## src/rtl/lsu.sv

```systemverilog
// Load/store unit between EX and MEM: single-outstanding data-bus
// requests, store lane steering, load extension and misalign flags.
module lsu #(
    parameter int AW = 32
) (
    input  logic          clk,
    input  logic          rst_n,
    input  logic          ex_mem_rd,
    input  logic          ex_mem_wr,
    input  logic [2:0]    ex_funct3,
    input  logic [AW-1:0] ex_addr,
    input  logic [31:0]   ex_wdata,
    input  logic          ex_flush,
    output logic          dbus_req,
    output logic          dbus_write,
    output logic [AW-1:0] dbus_addr,
    output logic [31:0]   dbus_wdata,
    output logic [3:0]    dbus_byte_en,
    input  logic          dbus_ready,
    input  logic          dbus_rvalid,
    input  logic [31:0]   dbus_rdata,
    output logic [31:0]   lsu_rdata,
    output logic          lsu_stall,
    output logic          lsu_ld_misalign,
    output logic          lsu_st_misalign
);

    localparam logic [0:0] S_IDLE = 1'b0;
    localparam logic [0:0] S_WAIT = 1'b1;

    logic [0:0]  state_q, state_d;
    logic [4:0]  ld_fmt_q, ld_fmt_d;
    logic [31:0] rdata_q, rdata_d;
    logic        ld_mis_q, ld_mis_d;
    logic        st_mis_q, st_mis_d;

    logic        is_ld, is_st, op;
    logic        sz_b, sz_h, sz_w;
    logic        misaligned, can_issue, rsp, ld_accept;
    logic [31:0] rsp_word, rsp_ext;

    assign is_ld = ex_mem_rd & ~ex_flush;
    assign is_st = ex_mem_wr & ~ex_mem_rd & ~ex_flush;
    assign op    = is_ld | is_st;

    // Decode access size; unlisted funct3 codes behave as word
    always_comb begin
        sz_b = 1'b0;
        sz_h = 1'b0;
        sz_w = 1'b0;
        unique case (ex_funct3)
            3'b000, 3'b100: sz_b = 1'b1;
            3'b001, 3'b101: sz_h = 1'b1;
            default:        sz_w = 1'b1;
        endcase
    end

    assign misaligned = (sz_h & ex_addr[0])
                      | (sz_w & (ex_addr[1:0] != 2'b00));

    assign can_issue = (state_q == S_IDLE)
                     | ((state_q == S_WAIT) & dbus_rvalid);
    assign rsp       = (state_q == S_WAIT) & dbus_rvalid;

    // Reset gate keeps the bus quiet while rst_n is low
    assign dbus_req   = rst_n & op & ~misaligned & can_issue;
    assign dbus_write = is_st;
    assign dbus_addr  = {ex_addr[AW-1:2], 2'b00};
    assign ld_accept  = dbus_req & ~dbus_write & dbus_ready;

    // Store lane steering; loads always fetch the whole word
    always_comb begin
        dbus_byte_en = 4'b1111;
        dbus_wdata   = ex_wdata;
        if (is_st) begin
            unique case (1'b1)
                sz_b: begin
                    dbus_byte_en = 4'b0001 << ex_addr[1:0];
                    dbus_wdata   = {4{ex_wdata[7:0]}};
                end
                sz_h: begin
                    dbus_byte_en = ex_addr[1] ? 4'b1100 : 4'b0011;
                    dbus_wdata   = {2{ex_wdata[15:0]}};
                end
                sz_w: begin
                    dbus_byte_en = 4'b1111;
                    dbus_wdata   = ex_wdata;
                end
                default: ;
            endcase
        end
    end

    assign rsp_word = dbus_rdata >> {ld_fmt_q[1:0], 3'b000};

    // Lane select and extension of the returning load word
    always_comb begin
        rsp_ext = dbus_rdata;
        unique case (ld_fmt_q[4:2])
            3'b000:  rsp_ext = {{24{rsp_word[7]}}, rsp_word[7:0]};
            3'b100:  rsp_ext = {24'h0, rsp_word[7:0]};
            3'b001:  rsp_ext = {{16{rsp_word[15]}}, rsp_word[15:0]};
            3'b101:  rsp_ext = {16'h0, rsp_word[15:0]};
            default: rsp_ext = dbus_rdata;
        endcase
    end

    assign lsu_rdata = rsp ? rsp_ext : rdata_q;
    assign lsu_stall = (dbus_req & ~dbus_ready)
                     | ((state_q == S_WAIT) & ~dbus_rvalid);

    assign lsu_ld_misalign = ld_mis_q;
    assign lsu_st_misalign = st_mis_q;

    // Next-state for the outstanding-load tracker and MEM-side flags
    always_comb begin
        state_d  = state_q;
        ld_fmt_d = ld_fmt_q;
        rdata_d  = rdata_q;
        if (rsp) begin
            rdata_d = rsp_ext;
            state_d = S_IDLE;
        end
        if (ld_accept) begin
            ld_fmt_d = {ex_funct3, ex_addr[1:0]};
            state_d  = S_WAIT;
        end
        ld_mis_d = is_ld & misaligned;
        st_mis_d = is_st & misaligned;
    end

    // State registers, cleared asynchronously
    always_ff @(posedge clk or negedge rst_n) begin
        if (!rst_n) begin
            state_q  <= S_IDLE;
            ld_fmt_q <= 5'h0;
            rdata_q  <= 32'h0;
            ld_mis_q <= 1'b0;
            st_mis_q <= 1'b0;
        end else begin
            state_q  <= state_d;
            ld_fmt_q <= ld_fmt_d;
            rdata_q  <= rdata_d;
            ld_mis_q <= ld_mis_d;
            st_mis_q <= st_mis_d;
        end
    end

endmodule

```

## config.mk

```make
export PLATFORM = sky130hd
export DESIGN_NAME = lsu
export DESIGN_NICKNAME = d
export VERILOG_FILES = /design/src/rtl/lsu.sv
export SDC_FILE = /design/constraint.sdc
export NUM_CORES = 1
export LEC_CHECK = 0
export CORE_UTILIZATION = 35
export CTS_CLUSTER_DIAMETER = 120
export DETAILED_ROUTE_END_ITERATION = 6
export GPL_TIMING_DRIVEN = 0
export PLACE_DENSITY = 0.82
export SLEW_MARGIN = 20
export SYNTH_ARGS = -nofsm -noshare
export SYNTH_HDL_FRONTEND = slang
export SYNTH_SLANG_ARGS = --single-unit
```

## constraint.sdc

```tcl
create_clock -name clk -period 2.8 [get_ports clk]
set_input_delay 0.7 -clock clk [delete_from_list [all_inputs] [get_ports clk]]
set_output_delay 0.7 -clock clk [all_outputs]
set_load 0.005 [all_outputs]
```

==> results of run 1 <==
[per-stage QoR]
| step | cell area [sq um] | total power [mW] |
|---|---|---|
| after detailed placement | 4791 | 2.422 |
| final | 5698 | 3.338 |
| after CTS | 5483 | 3.072 |
| after global placement | 4768 | 2.375 |
| after global routing | 5698 | 3.486 |
| after floorplan | 2859 | 1.584 |
[where the power goes]
part	total, mW	internal (mW)	switching [mW]
clock	0.411	0.197	0.214
sequential	0.924	0.805	0.119
combinational	2.00	1.08	0.923
[state kept, by name, indices dropped and copies added, names as in the netlist]
register	count
ld_fmt_q	5
lsu_ld_misalign	1
rdata_q	32
lsu_st_misalign	1
state_q	1
[area by class of cell]
type / instances / area (sq um)
inverters: 3 / 11.26
clock buffers: 6 / 82.58
flip-flops and latches: 40 / 1003
well taps: 102 / 127.6
repair buffers: 226 / 2140
clock inverters: 2 / 10.01
fillers: 519 / 2110
plain buffers: 58 / 461.7
multi-input cells: 209 / 1862
[kinds of logic after synthesis]
kind of cell           count (synthesis)
other                                  1
and+or+nand+nor                       77
AOI/OAI and AO/OA                     88
buffers and inverters                 68
muxes                                 42
DFF                                   40
[per-layer routing]
layer  share of wire, %  routed length (microns)
met1                 38                     4853
met2                 53                     6677
met3                6.3                      798
met4                2.7                      348
met5                  0                        0
[timing repair]
item	CTS	global route
hold buffers	0	0
setup endpoints to repair	63	62
pin swaps	22	21
gates resized for setup	358	72
buffers inserted	38	14
cloned	2	0
[worst paths after layout]
kind                            start             end  slack, ps  cells past startpoint
max                          ex_flush  dbus_wdata[14]       -180                      7
min                             rst_n      rdata_q[0]        280                      1
max reg2reg                   state_q     ld_fmt_q[1]        870                      4
min reg2reg                rdata_q[6]      rdata_q[6]        480                      2
max in group asynchronous       rst_n     rdata_q[28]       2130                      2
min in group clk           rdata_q[6]      rdata_q[6]        480                      2
[cell usage after synthesis (2+ instances only)]
cell | instances | area share [%]
o22ai_1 | 23 | 5.0
or3_1 | 2 | 0.44
nor3_1 | 2 | 0.35
dfrtp_1 | 40 | 35
o21ai_0 | 16 | 2.8
o211ai_1 | 6 | 1.6
nand2_1 | 18 | 2.4
mux2i_1 | 17 | 6.0
a21oi_1 | 27 | 4.7
buf_1 | 3 | 0.39
nor2_1 | 33 | 4.3
buf_6 | 2 | 0.79
nor2b_1 | 4 | 0.88
buf_4 | 41 | 11
inv_1 | 3 | 0.39
a2bb2oi_1 | 7 | 2.1
and3_1 | 6 | 1.3
mux2_4 | 8 | 4.2
clkbuf_1 | 15 | 2.0
a221o_1 | 6 | 2.1
buf_2 | 4 | 0.70
mux2_2 | 16 | 6.3
nand3b_1 | 4 | 1.1
==> results by group, run 1 <==
STA
  – Max frequency: 335.8 MHz
  – Final Hold Vio Count: 0
  – Worst hold slack: around 280 ps
  – # setup viols final: 33
  – RSZ-0062 raised after global routing: true
  – Post-route clock skew: around 9.8 ps
  – Post-route minimum period: 2978 ps
  – Setup TNS: -2672 ps
  – Tightest Pin Transition: about 530 ps
  – Rel. slew slack: around two thirds
  – Worst setup margin: -178.2 ps
  – Pins Over Slew Limit: 0
  – Tcrit/Tclk final: 106.4%

Synthesis
  – Synth Area in Simple Gates: 13.28%
  – Register area share after synthesis: approximately a third
  – Post-Syn Area: ~2900 sq um
  – Synth Area in Adders: 0%
  – Mux share of post-synthesis cell area: ~17%
  – Largest family of logic cells by synthesized area: compound AO/OA/AOI/OAI gates
  – Post-synth top flop: dfrtp_1
  – Async S/R FF share, synth: 100.0%
  – Mapped Avg Cell Area: roughly 9.0 sq um
  – Syn Inst Count: roughly 320
  – Number of synthesized flops with an enable pin: 0
  – Synth Area in Compound Gates: approximately a fifth
  – FF+latch count, synth: 40
  – Yosys warns: 0
  – Xor/xnor share of the synthesized area: 0%
  – Synth cell types: 36

Floorplanning
  – Site Rows: 32
  – Effective utilization at floorplan: between 30% and 40%
  – Core Region: just under 8000 sq um
  – IO Count: between 200 and 250
  – Die area: 8523 sq um
  – Die Height: roughly 92 microns
  – Die width: roughly 90 microns

Route
  – DRT iter0 DRCs: about 300
  – # DRC: 0
  – DRT Pass-1 Iters: 5
  – Drt total wl: approximately 13 mm
  – Vias per inst: ~5.4
  – Antenna Nets Post-Route: 0
  – DR vias: around 3500
  – Drt wl/cell: a little under 20 microns

Final layout
  – Most common cell after layout, fill and taps aside: clkdlybuf4s50_1
  – Layout cells sized above 1: between 40 and 50%
  – Nets@finish: approximately 650
  – Fin util: 72.98%
  – Area growth syn-to-layout: 99.56%
  – Layout Cells excl Fill: between 600 and 700
  – Diode count: 0
  – Most frequent cells in the layout: clkdlybuf4s50_1, buf_4, buf_6

GRT
  – Routing usage on met3: under 10%
  – Most Crowded Layer GR: met2
  – Pin count of the biggest net entering global routing: 22
  – Antenna violations before repair: 0
  – Grt met2 use: between 40% and 50%
  – First-pass GRT wire length: ~18 mm
  – GRT Total Usage: a little over a quarter
  – Global route total overflow: 0
  – Grt met1 use: roughly a third
  – Vias in the first global route: around 3500

Clocking
  – CTS tree: built
  – H-tree depth: 2
  – Root buf cell: clkbuf_8
  – Clock Path Buffers: 2
  – Worst skew pair latency: approximately 300 ps
  – Clk sinks: 40
  – Inserted Clock Buffers: 5
  – Clock transition at the registers of the reported paths: ~80 ps

Critical path
  – Startpoint types: primary input
  – Critical Path RT: ~2100 ps
  – Crit-path max cell delay: 380 ps
  – Worst setup EP type: primary output
  – Critical path class: in2out
  – Slowest cell on crit path: or3b_1
  – CP bufs+invs: 4
  – Most frequent CP cell: buf_6
  – CP arrival: roughly 2300 ps
  – Largest delay contributor family on the critical path: simple AND/OR/NAND/NOR gates
  – Crit-path max FO: 5
  – CP Cell Sequence: buf_6 > or3b_1 > buf_6 > or3_4 > buf_6 > mux2_4 > buf_6

Place
  – Pre-CTS setup slack: -1049 ps
  – Final Wtd Congestion: between 0.8 and 0.9
  – DP Cell Count: 598
  – PortBufs: ~180
  – DPL Wire Length: ~8 mm

Job
  – Maxcap violations: 0

Outcome
  – Outcome: complete, but fails checks
  – Violated checks: negative setup slack

Power
  – Pwr/cell area: just under 600 nW/um^2
  – Worst IR drop on VDD: 0.3341 mV
  – Leak Pwr: 2.594 nW

Worst hold path
  – Worst hold path type: in2async
(Power assumes the default switching activity.)
==> run 2: changes to the inputs <==
GPL_TIMING_DRIVEN = not set   (was 0)
==> results by group, run 2 (same netlist as run 1, synthesis figures left out) <==
Floorplanning
  – Die width: 92.32 microns (unchanged)
  – Site Rows: 32 (unchanged)
  – IO Count: 211 (unchanged)
  – Core Region: 7807 sq um (unchanged)
  – Die Height: 92.32 microns (unchanged)
  – Die area: 8523 sq um (unchanged)
  – Effective utilization at floorplan: 36.57% (unchanged)

Clocking
  – Clock Path Buffers: 2 (unchanged)
  – Clock transition at the registers of the reported paths: 80 ps (about the same)
  – CTS tree: built
  – Root buf cell: clkbuf_8
  – Inserted Clock Buffers: 5 (unchanged)
  – H-tree depth: 2 (unchanged)
  – Clk sinks: 40 (unchanged)
  – Worst skew pair latency: 300 ps (about the same)

Route
  – Antenna Nets Post-Route: 0 (unchanged)
  – Vias per inst: 5.459 (+0.73%)
  – DRT iter0 DRCs: 149 (-51%)
  – # DRC: 0 (unchanged)
  – Drt wl/cell: 19.58 microns (-0.24%)
  – DR vias: 3210 (-8.3%)
  – DRT Pass-1 Iters: 4 (-1)
  – Drt total wl: 11.51 mm (-9.2%)

GRT
  – GRT Total Usage: 26.47% (-0.84 points)
  – First-pass GRT wire length: 17.65 mm (-2.9%)
  – Vias in the first global route: 3283 (-6.5%)
  – Pin count of the biggest net entering global routing: 41 (+86%)
  – Global route total overflow: 0 (unchanged)
  – Antenna violations before repair: 0 (unchanged)

Final layout
  – Finished Cell Area: 5131 sq um (-9.9%)
  – Layout cells sized above 1: 43.62% (-3.1 points)
  – FILL cells: 575 (+11%)
  – Most frequent cells in the layout: clkdlybuf4s50_1, buf_4, buf_2, dfrtp_1, nor2_1
  – Fin util: 65.72% (-7.3 points)
  – Max reg flops: 32 (unchanged)
  – Most common cell after layout, fill and taps aside: clkdlybuf4s50_1
  – Most flops, register: rdata_q
  – Nets@finish: 591 (-8.9%)
  – Largest registers: rdata_q (32), ld_fmt_q (5)
  – Area growth syn-to-layout: 79.71%
  – Diode count: 0 (unchanged)

STA
  – Max frequency: 344.7 MHz (+2.7%)
  – # setup viols final: 28 (-15%)
  – Setup TNS: -1561 ps (+1110 ps)
  – Worst setup margin: -101.3 ps (+76.96 ps)
  – RSZ-0062 raised after global routing: true
  – Rel. slew slack: 65.99% (+1.2 points)
  – Tcrit/Tclk final: 103.6% (-2.7 points)
  – Final Hold Vio Count: 0 (unchanged)
  – Post-route minimum period: 2901 ps (-76.96 ps)
  – Pins Over Slew Limit: 0 (unchanged)
  – Post-route clock skew: 9.806 ps (-0.02692 ps)
  – Tightest Pin Transition: 510.1 ps (-16.31 ps)

Critical path
  – Startpoint types: flip-flop
  – Worst setup EP type: primary output
  – Critical path class: reg2out
  – CP arrival: 2200 ps (-80 ps)
  – Crit-path max FO: 7 (+2)
  – Critical Path RT: 2100 ps (about the same)

Worst hold path
  – Worst hold path type: reg2reg

Job
  – Maxcap violations: 0 (unchanged)

Power
  – Leak Pwr: 2.312 nW (-11%)
  – Pwr/cell area: 649.0 nW/um^2 (+11%)
  – Worst IR drop on VDD: 0.4121 mV (+23%)
  – Total chip power: 3.330 mW (-0.24%)

Place
  – Pre-CTS setup slack: -862.3 ps (+186.8 ps)
  – PortBufs: 148 (-17%)
  – Placed cell area: 4463 sq um (-6.8%)
  – DPL Wire Length: 7.634 mm (-6.4%)
  – Final Wtd Congestion: 0.7769 (-13%)

Outcome
  – Violated checks: negative setup slack
  – Outcome: complete, but fails checks
## run 2: changes by cell type in the layout (fill, tap and decap cells not counted), sizes merged
cell,before,now
dlygate4sd2,8,15
clkbuf,21,6
clkdlybuf4s15,2,1
clkinvlp,0,1
buf,148,132
clkinv,2,1
dlymetal6s2s,7,1
bufinv,0,1
clkdlybuf4s50,104,76
## run 2: final timing paths
| check | start | endpoint | slack (ps) | depth (start not counted) |
|---|---|---|---|---|
| max in group asynchronous | rst_n | ld_fmt_q[1] | 1910 | 2 |
| worst min-delay path | rdata_q[4] | rdata_q[4] | 500 | 2 |
| worst max register to register | state_q | ld_fmt_q[3] | 750 | 5 |
| worst max-delay path | ld_fmt_q[1] | lsu_rdata[13] | -100 | 7 |
| worst min register to register | rdata_q[4] | rdata_q[4] | 500 | 2 |
| min in group asynchronous | rst_n | lsu_ld_misalign | 510 | 2 |
## run 2: metal layers
layer	part of all wire [%]	GRT usage, %	vias to the layer above
met5	0	0	-
met4	3.5	9.375	0
met3	7.0	6.404	45
met2	50	45.06	166
met1	39	32.44	1566
li1	-	-	1433
## run 2: area by class of cell
class	count	area (sq um)	area share [%]
inverters	3	11.26	0.2195
flip-flops and latches	40	1003	19.56
repair buffers	226	2067	40.28
well taps	102	127.6	2.487
clock buffers	5	68.82	1.341
multi-input cells	209	1810	35.28
clock inverters	3	42.54	0.8291
## run 2: metrics by stage
stage               cells  hold WS, ps
global placement      551        480.6
detailed placement    551        498.3
floorplan             317        404.4
global route          588        516.9
finish                588        504.4
CTS                   587        507.4
## run 2: worst max-delay path, stage by stage (launching register included)
cell and delay, ps:
dfrtp_2 440, buf_4 210, buf_4 200, mux2i_2 320, buf_4 160, o211ai_1 80
a221o_1 350, buf_2 140
## run 2: where the power goes
| part | switching (mW) | internal, mW | leakage, nW |
|---|---|---|---|
| clock | 0.228 | 0.264 | 0.0541 |
| combinational | 0.898 | 1.03 | 1.78 |
| sequential | 0.110 | 0.805 | 0.482 |
## run 2: repair_timing
item	CTS	global route
resized for setup	332	24
setup buffers	26	4
hold buffers	0	0
pin swaps	20	15
gates cloned	3	0
endpoints found under the setup margin	63	55
endpoints found under the hold margin	0	0
